--- src/rtl/cache_defs.sv ---
// cache_defs: shared boot-memory arbiter types and defaults
`ifndef XLEN
`define XLEN 32
`endif
package cache_defs;
  typedef enum logic [1:0] {IDLE, I_PEND, D_PEND} type_bmem_arb_state_e;
  localparam int BMEM_MAX_D_STREAK = 4;
endpackage

--- src/rtl/bmem_arb_prio.sv ---
// bmem_arb_prio: dbus-first priority that yields to ibus once the dbus streak saturates
module bmem_arb_prio
  import cache_defs::*;
#(
  parameter int MAX_D_STREAK = BMEM_MAX_D_STREAK,
  parameter int SW           = $clog2(MAX_D_STREAK + 1)
) (
  input  logic          i_elig_i,
  input  logic          d_elig_i,
  input  logic [SW-1:0] d_streak_i,
  output logic          grant_i_o,
  output logic          grant_d_o
);
  logic at_max;
  assign at_max    = d_streak_i == SW'(MAX_D_STREAK);
  assign grant_d_o = d_elig_i && !(i_elig_i && at_max);
  assign grant_i_o = i_elig_i && !grant_d_o;
endmodule

--- src/rtl/bmem_arbiter.sv ---
// bmem_arbiter: shares one single-cycle boot memory between ibus and dbus readers;
// a grant issued this cycle is acknowledged with the memory data next cycle.
module bmem_arbiter
  import cache_defs::*;
#(
  parameter int MAX_D_STREAK = BMEM_MAX_D_STREAK,
  parameter int ADDR_W       = `XLEN,
  parameter int DATA_W       = `XLEN
) (
  input  logic              clk,
  input  logic              rst_n,
  input  logic              i_req_i,
  input  logic [ADDR_W-1:0] i_addr_i,
  output logic              i_ack_o,
  output logic [DATA_W-1:0] i_rdata_o,
  input  logic              d_req_i,
  input  logic [ADDR_W-1:0] d_addr_i,
  output logic              d_ack_o,
  output logic [DATA_W-1:0] d_rdata_o,
  output logic              mem_req_o,
  output logic [ADDR_W-1:0] mem_addr_o,
  input  logic [DATA_W-1:0] mem_rdata_i
);
  localparam int SW = $clog2(MAX_D_STREAK + 1);
  type_bmem_arb_state_e state_q, state_d;
  logic [SW-1:0] d_streak_q, d_streak_d;
  logic i_elig, d_elig, grant_i, grant_d;
  assign i_ack_o   = state_q == I_PEND;
  assign d_ack_o   = state_q == D_PEND;
  assign i_rdata_o = i_ack_o ? mem_rdata_i : '0;
  assign d_rdata_o = d_ack_o ? mem_rdata_i : '0;
  // rst_n gating keeps the strobe low while reset is held, not just after the next edge
  assign i_elig = rst_n && i_req_i && !i_ack_o;
  assign d_elig = rst_n && d_req_i && !d_ack_o;
  bmem_arb_prio #(
    .MAX_D_STREAK(MAX_D_STREAK),
    .SW          (SW)
  ) u_prio (
    .i_elig_i  (i_elig),
    .d_elig_i  (d_elig),
    .d_streak_i(d_streak_q),
    .grant_i_o (grant_i),
    .grant_d_o (grant_d)
  );
  assign mem_req_o  = grant_i || grant_d;
  assign mem_addr_o = grant_i ? i_addr_i : grant_d ? d_addr_i : '0;
  always_comb begin
    state_d    = grant_i ? I_PEND : grant_d ? D_PEND : IDLE;
    d_streak_d = (!i_req_i || grant_i) ? '0 :
                 (grant_d && d_streak_q != SW'(MAX_D_STREAK)) ? d_streak_q + 1'b1 : d_streak_q;
  end
  always_ff @(posedge clk or negedge rst_n) begin
    if (!rst_n) begin
      state_q    <= IDLE;
      d_streak_q <= '0;
    end else begin
      state_q    <= state_d;
      d_streak_q <= d_streak_d;
    end
  end
endmodule

--- config.mk ---
export PLATFORM = sky130hd
export DESIGN_NAME = bmem_arbiter
export DESIGN_NICKNAME = d
export VERILOG_FILES = /design/src/rtl/cache_defs.sv /design/src/rtl/bmem_arb_prio.sv /design/src/rtl/bmem_arbiter.sv
export SDC_FILE = /design/constraint.sdc
export NUM_CORES = 1
export LEC_CHECK = 0
export BUFFER_PORTS_ARGS = -buffer_cell sky130_fd_sc_hd__buf_2
export CORE_AREA = 5 5 73 75
export CTS_CLUSTER_DIAMETER = 30
export DETAILED_ROUTE_END_ITERATION = 12
export DIE_AREA = 0 0 78 80
export PLACE_DENSITY = 0.75
export SLEW_MARGIN = 40
export SYNTH_ARGS = -nofsm -noshare
export SYNTH_HDL_FRONTEND = slang
export SYNTH_SLANG_ARGS = --single-unit
--- constraint.sdc ---
create_clock -name clk -period 2.33 [get_ports clk]
set_input_delay 0.699 -clock clk [delete_from_list [all_inputs] [get_ports clk]]
set_output_delay 0.699 -clock clk [all_outputs]
set_load 0.03 [all_outputs]
==> run summary, run 1 <==
Layout Area Growth over Synthesis = 153%
post-detailed-route via-to-cell ratio = 4.65
number of global-route vias before repair = 1798
vertical extent of the die = 80 um
post-synthesis instance area = 1130 um2
final setup violation count = 32
fraction of the mapped netlist area in adder cells = 2.22%
placed wire-length estimate after detailed placement = 4.91 mm
Yosys top cell by area = and2_1
Worst setup SP type = input port
average instance area after synthesis = 7.94 um2
RSZ-0062 raised after global routing = true
setup slack of the critical path after layout = -0.211 ns
max-slew violation count = 0
standard cell with the maximum stage delay on the critical path = a311oi_4
number of cells in the finished layout apart from fillers = 403
Core Footprint = 4600 um2
highest clock rate = 394 MHz
Synth cell types = 25
outcome = finished, violations left
overflow left after global routing = 0
largest fanout on the critical path = 8
Final #Nets = 452
final worst clock skew = 0.00138 ns
power density of the placed cells = 319 nW/um2
sequential fraction of the synthesis area = 11.1%
Iter 0 DRT Violations = 89
Antenna Violating Nets Remaining = 0
class of the most critical setup path = in -> out
mux cell area share after synthesis = 1.78%
data required time at the worst endpoint = 1.63 ns
worst hold slack = 0.370 ns
combinational family with the most area after synthesis = simple AND/OR/NAND/NOR gates
compound-cell area share of the yosys netlist = 33.2%
number of buffers created by CTS = 3
met2 track utilization from global routing = 36.6%
Residual DRC = 0
Synth Warn # = 0
reported max-cap violation count = 0
pin slew with the least headroom to its limit = 0.269 ns
Critical Path Sink Type = primary output
flop and latch count out of synthesis = 5
fraction of post-synthesis cell area in the top cell type by area = 35.5%
top cells by area in the synthesized netlist = and2_1 36%, a22o_1 23%, dfrtp_1 11%
worst reg2reg path endpoint = state_q[0]
post-synth net total = 244
post-synthesis share of cell area spent on and, or, nand and nor gates = 42.0%
detailed-router iteration count before antenna repair = 4
CP Buf/Inv Count = 4
endpoints failing hold = 0
buffers from clock root to sink, at most = 2
count of cell instances traversed by the critical path = 7
worst max-slew margin expressed relative to the limit = 82.1%
total die area = 6240 um2
violations in the final reports = setup timing
number of I/O pins = 199
wire length reported by the detailed router = 7.19 mm
clock root buffer = clkbuf_8
largest net degree at the start of global routing = 38
overall fraction of global-route tracks in use = 19.1%
most frequent cells in the layout = 164 x buf_2, 64 x and2_1, 37 x buf_6
clock tree from TritonCTS = done
Via Count = 1873
highest cell delay on the worst timing path = 0.29 ns
slack of the worst reg-to-reg path = 0.92 ns
first-pass GRT wire length = 9.56 mm
filler cell count = 378
routed length per placed instance = 17.8 um
Cells after DPL = 392
antenna violations before repair = 0
diode insertion count for antenna repair = 0
H-Tree Depth = 1
most common cell after layout, fill and taps aside = buf_2
static leakage power = 1.70 nW
time the worst path needs with I/O delays and setup = 2.54 ns
Row Count = 25
worst setup path endpoint = mem_addr_o[14]
Worst setup startpoint = rst_n
share of cells above drive strength 1 = 75.1%
worst vdd ir = 0.400 mV
grt met1 use = 21.3%
Die W = 78 um
Starting Density = 24.5%
met3 usage = 3.72%
post-place setup slack = -0.229 ns
Top delay family on crit path = buffers and inverters
critical path arrival = 1.84 ns
busiest layer in global routing = met2
Core Util, Final = 62.1%
cell-by-cell listing of the critical path = buf_6, and2_4, a311oi_4, buf_6, buf_16, a22o_4, buf_6
xor and xnor area share after synthesis = 0%
placer's final routability congestion estimate = 0.810
path type of the worst min-delay path = in -> async
Worst R2R Start = d_streak_q[1]
Design Power = 0.911 mW
Clock Latency Late Sink = 0.22 ns
length in cells of the worst reg-to-reg path = 6
clock net sink count = 5
Worst-path clk slew = 0.03 ns
post-synthesis instance total = 142
dominant cell type by count on the critical path = buf_6
Port-buffer cells = 198
period utilization = 109%
state kept, by name, summed over array words and instances (netlist names):
name	flops
state_q	2
d_streak_q	3
per-layer routing:
layer	share of wire, %	vias up
met5	0	-
met4	1.1	0
met3	7.2	8
met2	57	90
met1	35	859
li1	-	916
area by class of cell:
type	instances	area (um2)	area share (%)
timing repair buffer	216	1470	51.3
inverter	4	15.0	0.525
multi-input combinational	120	1140	39.9
sequential	5	125	4.38
tap	54	67.6	2.36
clock buffer	4	45.0	1.58
cells in the mapped netlist:
cell type / count
mux2i_1: 2
o311a_4: 1
dfrtp_1: 5
and2_4: 1
o2111ai_1: 1
a22o_1: 29
o21ai_0: 1
nand2_2: 1
ha_1: 2
inv_1: 4
nor3_1: 1
nor3b_1: 1
clkbuf_1: 6
a22o_2: 3
buf_2: 1
nor2b_1: 1
nand2_1: 4
a311oi_4: 1
buf_6: 6
o22ai_1: 1
and3_2: 1
o211ai_1: 3
and2_1: 64
and2b_2: 1
or2b_1: 1
cell families (layout without fill, tap and decap cells):
kind of cell             Yosys count  in the layout
AO/OA/AOI/OAI                     40             40
adder cells (fa/ha/maj)            2              2
buffers and inverters             17            224
AND/OR/NAND/NOR                   76             76
flip-flops                         5              5
multiplexers                       2              2
repair_timing:
action / CTS / global route
resized for setup: 80 / 24
buffers inserted: 3 / 0
cloned: 3 / 1
hold buffers: 0 / 0
hold endpoints to repair: 0 / 0
pin swaps: 7 / 20
endpoints found under the setup margin: 32 / 36
worst min-delay path by stage:
stage	start	to	slack (ns)	cells past startpoint
after floorplan	rst_n	d_streak_q[0]	0.40	0
final	rst_n	d_streak_q[2]	0.37	2
after detailed placement	d_streak_q[0]	d_streak_q[0]	0.57	3
after CTS	rst_n	d_streak_q[2]	0.37	2
after global routing	rst_n	d_streak_q[2]	0.37	2
after global placement	d_streak_q[0]	d_streak_q[0]	0.55	3
metrics by stage:
stage / setup TNS (ns) / cell area (um2)
after floorplan: -0.636 / 1160
after global routing: -8.05 / 2860
after detailed placement: -6.90 / 2250
after global placement: -6.56 / 2250
after CTS: -6.98 / 2670
final: -6.15 / 2860
where the power goes:
group          leakage [nW]  internal [mW]  switching (mW)
Sequential           0.0677         0.0908         0.00178
Clock                0.0228          0.117          0.0382
Combinational          1.61          0.305           0.358
Total                  1.70          0.513           0.398
(Power assumes the default switching activity.)
==> run 2: changes to the inputs <==
CORE_AREA = 5 5 75 77   (was 5 5 73 75)
DIE_AREA = 0 0 80 82   (was 0 0 78 80)
PLACE_DENSITY = 0.71   (was 0.75)
SYNTH_HIERARCHICAL = 1   (was default)
==> run 2 against run 1 <==
Against the previous run: combinational power rose by 6.3%; register-to-register slack got worse by 0.59 ns; synthesized cell count rose by 1.4%; clock-buffer cell count did not move; the run still ends with setup timing left; hold slack improved by 0.0035 ns; total power rose by 5.7%; critical path depth rose by 3.
==> run summary, run 2 <==
outcome = finished, violations left
violations in the final reports = setup timing
period utilization = 118% (+8.5 points)
top cells by area in the synthesized netlist = and2_1 36%, a22o_1 24%, dfrtp_1 11%
Cells after DPL = 411 (+4.8%)
Final #Nets = 464 (+2.7%)
Synth cell types = 24 (-4.0%)
placed wire-length estimate after detailed placement = 5.05 mm (+2.8%)
average instance area after synthesis = 7.74 um2 (-2.5%)
filler cell count = 428 (+13%)
register name with the most flops = d_streak_q
reported max-cap violation count = 0 (unchanged)
area of all sequential standard cells = 125 um2 (unchanged)
Core Footprint = 4940 um2 (+7.5%)
number of I/O pins = 199 (unchanged)
H-Tree Depth = 1 (unchanged)
buffers from clock root to sink, at most = 2 (unchanged)
grt met1 use = 15.8% (-5.4 points)
count of cell instances traversed by the critical path = 10 (+3)
standard cell with the maximum stage delay on the critical path = o32ai_4
combinational family with the most area after synthesis = simple AND/OR/NAND/NOR gates
multi-input combinational cell area = 1220 um2 (+7.2%)
antenna violations before repair = 0 (unchanged)
highest cell delay on the worst timing path = 0.30 ns (about the same)
max-slew violation count = 0 (unchanged)
Synth Warn # = 6 (+6)
power density of the placed cells = 314 nW/um2 (-1.4%)
number of buffers created by CTS = 3 (unchanged)
clock tree from TritonCTS = done
Top delay family on crit path = buffers and inverters
compound-cell area share of the yosys netlist = 28.2% (-5.0 points)
Via Count = 1937 (+3.4%)
critical path arrival = 2.04 ns (+0.20 ns)
most used flip-flop cell after synthesis = dfrtp_1
Residual DRC = 0 (unchanged)
vertical extent of the die = 82 um (+2.5%)
final worst clock skew = 0.00341 ns (+0.00203 ns)
Worst R2R Start = state_q[1]
number of global-route vias before repair = 2123 (+18%)
mux cell area share after synthesis = 1.80% (+0.020 points)
largest net degree at the start of global routing = 34 (-11%)
Row Count = 26 (+4.0%)
largest fanout on the critical path = 5 (-3)
Iter 0 DRT Violations = 11 (-88%)
diode insertion count for antenna repair = 0 (unchanged)
clock net sink count = 5 (unchanged)
placer's final routability congestion estimate = 0.792 (-2.2%)
overflow left after global routing = 0 (unchanged)
met3 usage = 5.81% (+2.1 points)
most frequent cells in the layout = 163 x buf_2, 64 x and2_1, 37 x buf_6
Synth async-reset ratio = 100% (unchanged)
wire length reported by the detailed router = 6.90 mm (-4.0%)
flop and latch count out of synthesis = 5 (unchanged)
RSZ-0062 raised after global routing = true
Yosys top cell by area = and2_1
worst max-slew margin expressed relative to the limit = 83.2% (+1.1 points)
length in cells of the worst reg-to-reg path = 10 (+4)
slack of the worst reg-to-reg path = 0.33 ns (-0.59 ns)
routed length per placed instance = 16.0 um (-10%)
fraction of the mapped netlist area in adder cells = 2.24% (+0.025 points)
leading cell type by number of instances after synthesis = and2_1
worst setup path endpoint = mem_addr_o[6]
dominant cell type by count on the critical path = buf_6
xor and xnor area share after synthesis = 0% (unchanged)
pin slew with the least headroom to its limit = 0.252 ns (-0.0167 ns)
total die area = 6560 um2 (+5.1%)
most frequent cells after synthesis = 64 x and2_1, 30 x a22o_1, 8 x buf_2
CP Buf/Inv Count = 4 (unchanged)
max FFs per register = 3 (unchanged)
cell-by-cell listing of the critical path = buf_12, nand2_8, nor2_4, nand2_2, o32ai_4, buf_6, nor2b_4, buf_4, a22o_4, buf_6
Starting Density = 22.5% (-2.0 points)
Worst setup SP type = input port
Clock Latency Late Sink = 0.23 ns (about the same)
post-synthesis instance total = 144 (+1.4%)
Die W = 80 um (+2.6%)
post-synth net total = 246 (+0.82%)
data required time at the worst endpoint = 1.63 ns (about the same)
setup slack of the critical path after layout = -0.409 ns (-0.198 ns)
highest clock rate = 365 MHz (-7.2%)
time the worst path needs with I/O delays and setup = 2.74 ns (+0.198 ns)
Port-buffer cells = 198 (unchanged)
registers with the most flip-flops = d_streak_q x3, state_q x2
path type of the worst min-delay path = in -> async
sequential fraction of the synthesis area = 11.2% (+0.12 points)
clock root buffer = clkbuf_8
Worst-path clk slew = 0.04 ns (about the same)
post-detailed-route via-to-cell ratio = 4.49 (-3.3%)
first-pass GRT wire length = 9.93 mm (+3.8%)
TNS Setup = -12.75 ns (-6.60 ns)
most common cell after layout, fill and taps aside = buf_2
worst reg2reg path endpoint = d_streak_q[0]
static leakage power = 1.80 nW (+5.6%)
final setup violation count = 33 (+3.1%)
overall fraction of global-route tracks in use = 19.4% (+0.33 points)
count of flip-flops with a built-in enable after synthesis = 0 (unchanged)
fraction of post-synthesis cell area in the top cell type by area = 35.9% (+0.40 points)
Critical Path Sink Type = primary output
Antenna Violating Nets Remaining = 0 (unchanged)
class of the most critical setup path = in -> out
busiest layer in global routing = met2
number of cells in the finished layout apart from fillers = 431 (+6.9%)
Layout Area Growth over Synthesis = 175%
worst vdd ir = 0.273 mV (-32%)
detailed-router iteration count before antenna repair = 4 (unchanged)
post-synthesis instance area = 1110 um2 (-1.1%)
met2 track utilization from global routing = 41.5% (+4.8 points)
post-synthesis share of cell area spent on and, or, nand and nor gates = 47.3% (+5.3 points)
Worst setup startpoint = rst_n
share of cells above drive strength 1 = 76.2% (+1.1 points)
endpoints failing hold = 0 (unchanged)
run 2: kinds of logic after synthesis:
kind of cell             count (synthesis)
multiplexers                             2
AO/OA/AOI/OAI                           36
flip-flops                               5
AND/OR/NAND/NOR                         83
buffers and inverters                   16
adder cells (fa/ha/maj)                  2
run 2: routing by layer:
layer  vias to the layer above  wire, um
met5                         -         0
met2                       138      3850
met3                        18       820
met1                       843      1970
li1                        938         -
met4                         0       265
run 2: through the flow:
step	hold slack, ns	setup slack [ns]	utilization [%]	instance area [um2]	power (mW)
floorplan	0.403	-0.160	-	1450	0.468
global placement	0.699	-0.826	50.8	2510	0.657
detailed placement	0.702	-0.678	51.1	2520	0.667
CTS	0.378	-0.446	61.4	3040	0.954
global route	0.385	-0.460	62.0	3060	1.01
finish	0.374	-0.409	62.0	3060	0.963
run 2: repair_timing:
action                                  in CTS  in global routing
buffers inserted                            13                  1
hold buffers                                 0                  0
gates resized for setup                     76                 15
gates cloned                                 4                  0
endpoints found under the setup margin      33                 34
endpoints found under the hold margin        0                  0
pin swaps                                    3                  2
run 2: layout make-up:
type,instances,area share [%]
inverter,3,0.367
timing repair buffer,226,51.3
sequential,5,4.08
tap,70,2.86
clock buffer,4,1.47
multi-input combinational,123,39.9
run 2: how the worst min path moves through the flow:
stage | from | endpoint | slack [ns] | depth (start not counted)
2_1_floorplan | rst_n | d_streak_q[0] | 0.40 | 0
3_3_place_gp | rst_n | state_q[1] | 0.70 | 2
3_5_place_dp | rst_n | state_q[1] | 0.70 | 2
4_1_cts | rst_n | d_streak_q[0] | 0.38 | 2
5_1_grt | rst_n | d_streak_q[0] | 0.39 | 2
6_report | rst_n | d_streak_q[0] | 0.37 | 2
run 2: worst reg2reg max path, cell delays in order, from the launching register on:
cell	delay [ns]
dfrtp_1	0.35
nor2b_2	0.18
nor2_4	0.12
buf_4	0.12
o32ai_4	0.08
buf_6	0.15
buf_12	0.13
buf_16	0.14
buf_4	0.15
or3b_1	0.34
mux2i_1	0.15
run 2: report_power, final:
| part | switching (mW) | total, mW | internal [mW] |
|---|---|---|---|
| sequential | 0.00308 | 0.0941 | 0.0910 |
| combinational | 0.371 | 0.705 | 0.334 |
| clock | 0.0460 | 0.164 | 0.118 |
==> run 3: changes to the inputs <==
ABC_AREA = 1   (was default)
CORE_AREA = 5 5 74 76   (was 5 5 75 77)
DIE_AREA = 0 0 79 81   (was 0 0 80 82)
PLACE_DENSITY = 0.75   (was 0.71)
==> run 3 against run 2 <==
Against the previous run: the flow still finishes with violations (setup timing); cell area decreased by 0.45%; area after synthesis increased by 6.8%; clock-buffer cell count unchanged; hold slack improved by 0.090 ns; critical path type unchanged; critical endpoint is now mem_addr_o[30]; largest cell class unchanged.
==> run summary, run 3 <==
first-pass GRT wire length = 10.5 mm (+6.2%)
post-synthesis instance total = 256 (+78%)
worst vdd ir = 0.245 mV (-9.9%)
violations in the final reports = setup timing
registers with the most flip-flops = d_streak_q x3, state_q x2
met3 wire len = 719 um (-12%)
number of buffers created by CTS = 3 (unchanged)
Synth async-reset ratio = 100% (unchanged)
most frequent cells after synthesis = 103 x nand2_1, 69 x nor2_1, 42 x inv_1
overall fraction of global-route tracks in use = 20.5% (+1.1 points)
Worst-path clk slew = 0.04 ns (about the same)
clock root buffer = clkbuf_8
detailed-router iteration count before antenna repair = 6 (+2)
time the worst path needs with I/O delays and setup = 2.52 ns (-0.221 ns)
outcome = finished, violations left
final setup violation count = 35 (+6.1%)
critical path arrival = 1.82 ns (-0.22 ns)
post-detailed-route via-to-cell ratio = 4.35 (-3.2%)
overflow left after global routing = 0 (unchanged)
internal portion of total power = 0.510 mW (-6.2%)
number of global-route vias before repair = 2379 (+12%)
antenna violations before repair = 0 (unchanged)
pin slew with the least headroom to its limit = 0.306 ns (+0.0543 ns)
RSZ-0062 raised after global routing = true
worst reg2reg path endpoint = d_streak_q[1]
buffers from clock root to sink, at most = 2 (unchanged)
Starting Density = 25.6% (+3.0 points)
register name with the most flops = d_streak_q
average instance area after synthesis = 4.65 um2 (-40%)
Die W = 79 um (-1.3%)
Core Util, Final = 65.4% (+3.5 points)
Net Sw Frac = 47.4% (+3.8 points)
slack of the worst reg-to-reg path = -0.04 ns (-0.37 ns)
sequential fraction of design power = 10.0% (+0.2 points)
count of flip-flops with a built-in enable after synthesis = 0 (unchanged)
post-place setup slack = -0.267 ns (+0.411 ns)
Iter 0 DRT Violations = 32 (+21)
total die area = 6400 um2 (-2.5%)
path type of the worst min-delay path = in -> async
max FFs per register = 3 (unchanged)
endpoints failing hold = 0 (unchanged)
Antenna Violating Nets Remaining = 0 (unchanged)
Layout Area Growth over Synthesis = 156%
number of cells in the finished layout apart from fillers = 527 (+22%)
worst max-slew margin expressed relative to the limit = 79.6% (-3.6 points)
post-synth net total = 358 (+46%)
fraction of post-synthesis cell area in the top cell type by area = 32.5% (-3.5 points)
largest net degree at the start of global routing = 33 (-2.9%)
part of the total power dissipated in combinational logic = 72.8% (-0.4 points)
Clock Latency Late Sink = 0.23 ns (about the same)
largest fanout on the critical path = 8 (+3)
class of the most critical setup path = in -> out
top cells by area in the synthesized netlist = nand2_1 32%, nor2_1 22%, inv_1 13%
most frequent cells in the layout = 162 x buf_2, 66 x nor2_1, 64 x nand2_2
diode insertion count for antenna repair = 0 (unchanged)
uppermost layer routed = met4
clock net sink count = 5 (unchanged)
Row Count = 25 (-3.8%)
Via Count = 2292 (+18%)
Port-buffer cells = 198 (unchanged)
static leakage power = 2.00 nW (+11%)
Cells after DPL = 504 (+23%)
power density of the placed cells = 317 nW/um2 (+0.99%)
number of I/O pins = 199 (unchanged)
reported max-cap violation count = 0 (unchanged)
Synth cell types = 18 (-25%)
setup slack of the critical path after layout = -0.188 ns (+0.221 ns)
leading cell type by number of instances after synthesis = nand2_1
share of cells above drive strength 1 = 66.6% (-9.6 points)
post-synthesis instance area = 1190 um2 (+6.8%)
vertical extent of the die = 81 um (-1.2%)
final worst clock skew = 0.00499 ns (+0.00157 ns)
Psw = 0.459 mW (+9.2%)
most common cell after layout, fill and taps aside = buf_2
most used flip-flop cell after synthesis = dfrtp_1
Post-Route M1 WL = 2.32 mm (+18%)
filler cell count = 405 (-5.4%)
Clk pwr share = 17.1% (about the same)
period utilization = 108% (-9.5 points)
Core Footprint = 4660 um2 (-5.7%)
Critical Path Sink Type = primary output
number of buffers added to fix hold violations after cts = 0 (unchanged)
Residual DRC = 0 (unchanged)
routed length per placed instance = 13.7 um (-14%)
highest clock rate = 397 MHz (+8.8%)
data required time at the worst endpoint = 1.63 ns (about the same)
Worst setup SP type = input port
placed wire-length estimate after detailed placement = 5.02 mm (-0.68%)
sequential fraction of the synthesis area = 10.5% (-0.72 points)
length in cells of the worst reg-to-reg path = 19 (+9)
H-Tree Depth = 1 (unchanged)
routed wl met2 = 3.98 mm (+3.4%)
max-slew violation count = 0 (unchanged)
placer's final routability congestion estimate = 0.786 (-0.76%)
wire length reported by the detailed router = 7.22 mm (+4.6%)
Final #Nets = 576 (+24%)
flop and latch count out of synthesis = 5 (unchanged)
clock tree from TritonCTS = done
Yosys top cell by area = nand2_1
Synth Warn # = 6 (unchanged)
Worst R2R Start = state_q[0]
run 3: changes by cell type in the layout (fill, tap and decap cells not counted), sizes merged, moves of 30 or more:
cell | before | now
nor2 | 2 | 71
nand2 | 7 | 113
a22o | 30 | 0
inv | 3 | 45
and2 | 64 | 0
run 3: timing repair:
| item | 4_1_cts | 5_1_grt |
|---|---|---|
| setup endpoints to repair | 33 | 43 |
| gates resized for setup | 109 | 21 |
| setup buffers | 12 | 2 |
| endpoints found under the hold margin | 0 | 0 |
| pin swaps | 4 | 5 |
| gates cloned | 4 | 3 |
run 3: critical path, cell delays in order:
cell	delay, ns
buf_8	0.09
nand2_4	0.05
nor2_4	0.12
inv_2	0.06
a21oi_4	0.18
buf_12	0.18
clkbuf_16	0.16
nand2_1	0.06
nand2_2	0.07
buf_6	0.13
run 3: metal layers:
layer	GRT usage, %	vias up
met4	6.70	0
met2	42.0	138
met5	0	-
met1	19.8	980
met3	5.10	19
li1	-	1155
run 3: cell families (layout without fill, tap and decap cells):
| logic type | count (synthesis) | in the layout | synth area share [%] |
|---|---|---|---|
| buf+inv | 58 | 275 | 22.9 |
| simple gates | 187 | 187 | 62.3 |
| flops | 5 | 5 | 10.5 |
| fa+ha+maj | 2 | 2 | 2.10 |
| compound gates | 4 | 4 | 2.21 |
run 3: power groups by stage:
stage / Combinational [mW] / Sequential (mW) / Clock, mW
floorplan: 0.340 / 0.0973 / 0
global placement: 0.527 / 0.0981 / 0
detailed placement: 0.532 / 0.0981 / 0
CTS: 0.677 / 0.0971 / 0.166
global route: 0.754 / 0.0980 / 0.170
finish: 0.705 / 0.0972 / 0.166
run 3: how the worst max path moves through the flow:
stage | startpoint | to | slack [ns] | cells past startpoint
6_report | rst_n | mem_addr_o[30] | -0.19 | 10
5_1_grt | rst_n | mem_addr_o[1] | -0.24 | 10
4_1_cts | rst_n | mem_addr_o[15] | -0.15 | 11
3_5_place_dp | rst_n | mem_addr_o[8] | -0.27 | 12
3_3_place_gp | rst_n | mem_addr_o[5] | -0.26 | 12
2_1_floorplan | d_req_i | mem_addr_o[0] | 0.007 | 8
run 3: cell type report:
| class | count | area, um2 | share of cell area (%) |
|---|---|---|---|
| repair buffers | 226 | 1610 | 52.7 |
| inverters | 45 | 181 | 5.95 |
| well taps | 54 | 67.6 | 2.21 |
| flip-flops and latches | 5 | 125 | 4.10 |
| clock buffers | 4 | 45.0 | 1.48 |
| multi-input cells | 193 | 1020 | 33.6 |
run 3: metrics by stage:
step	area [um2]	power (mW)	hold slack [ns]	TNS, ns
2_1_floorplan	1270	0.437	0.403	0
3_3_place_gp	2330	0.625	0.584	-7.82
3_5_place_dp	2330	0.630	0.575	-8.15
4_1_cts	2940	0.940	0.370	-3.60
5_1_grt	3050	1.02	0.485	-7.84
6_report	3050	0.968	0.464	-5.26
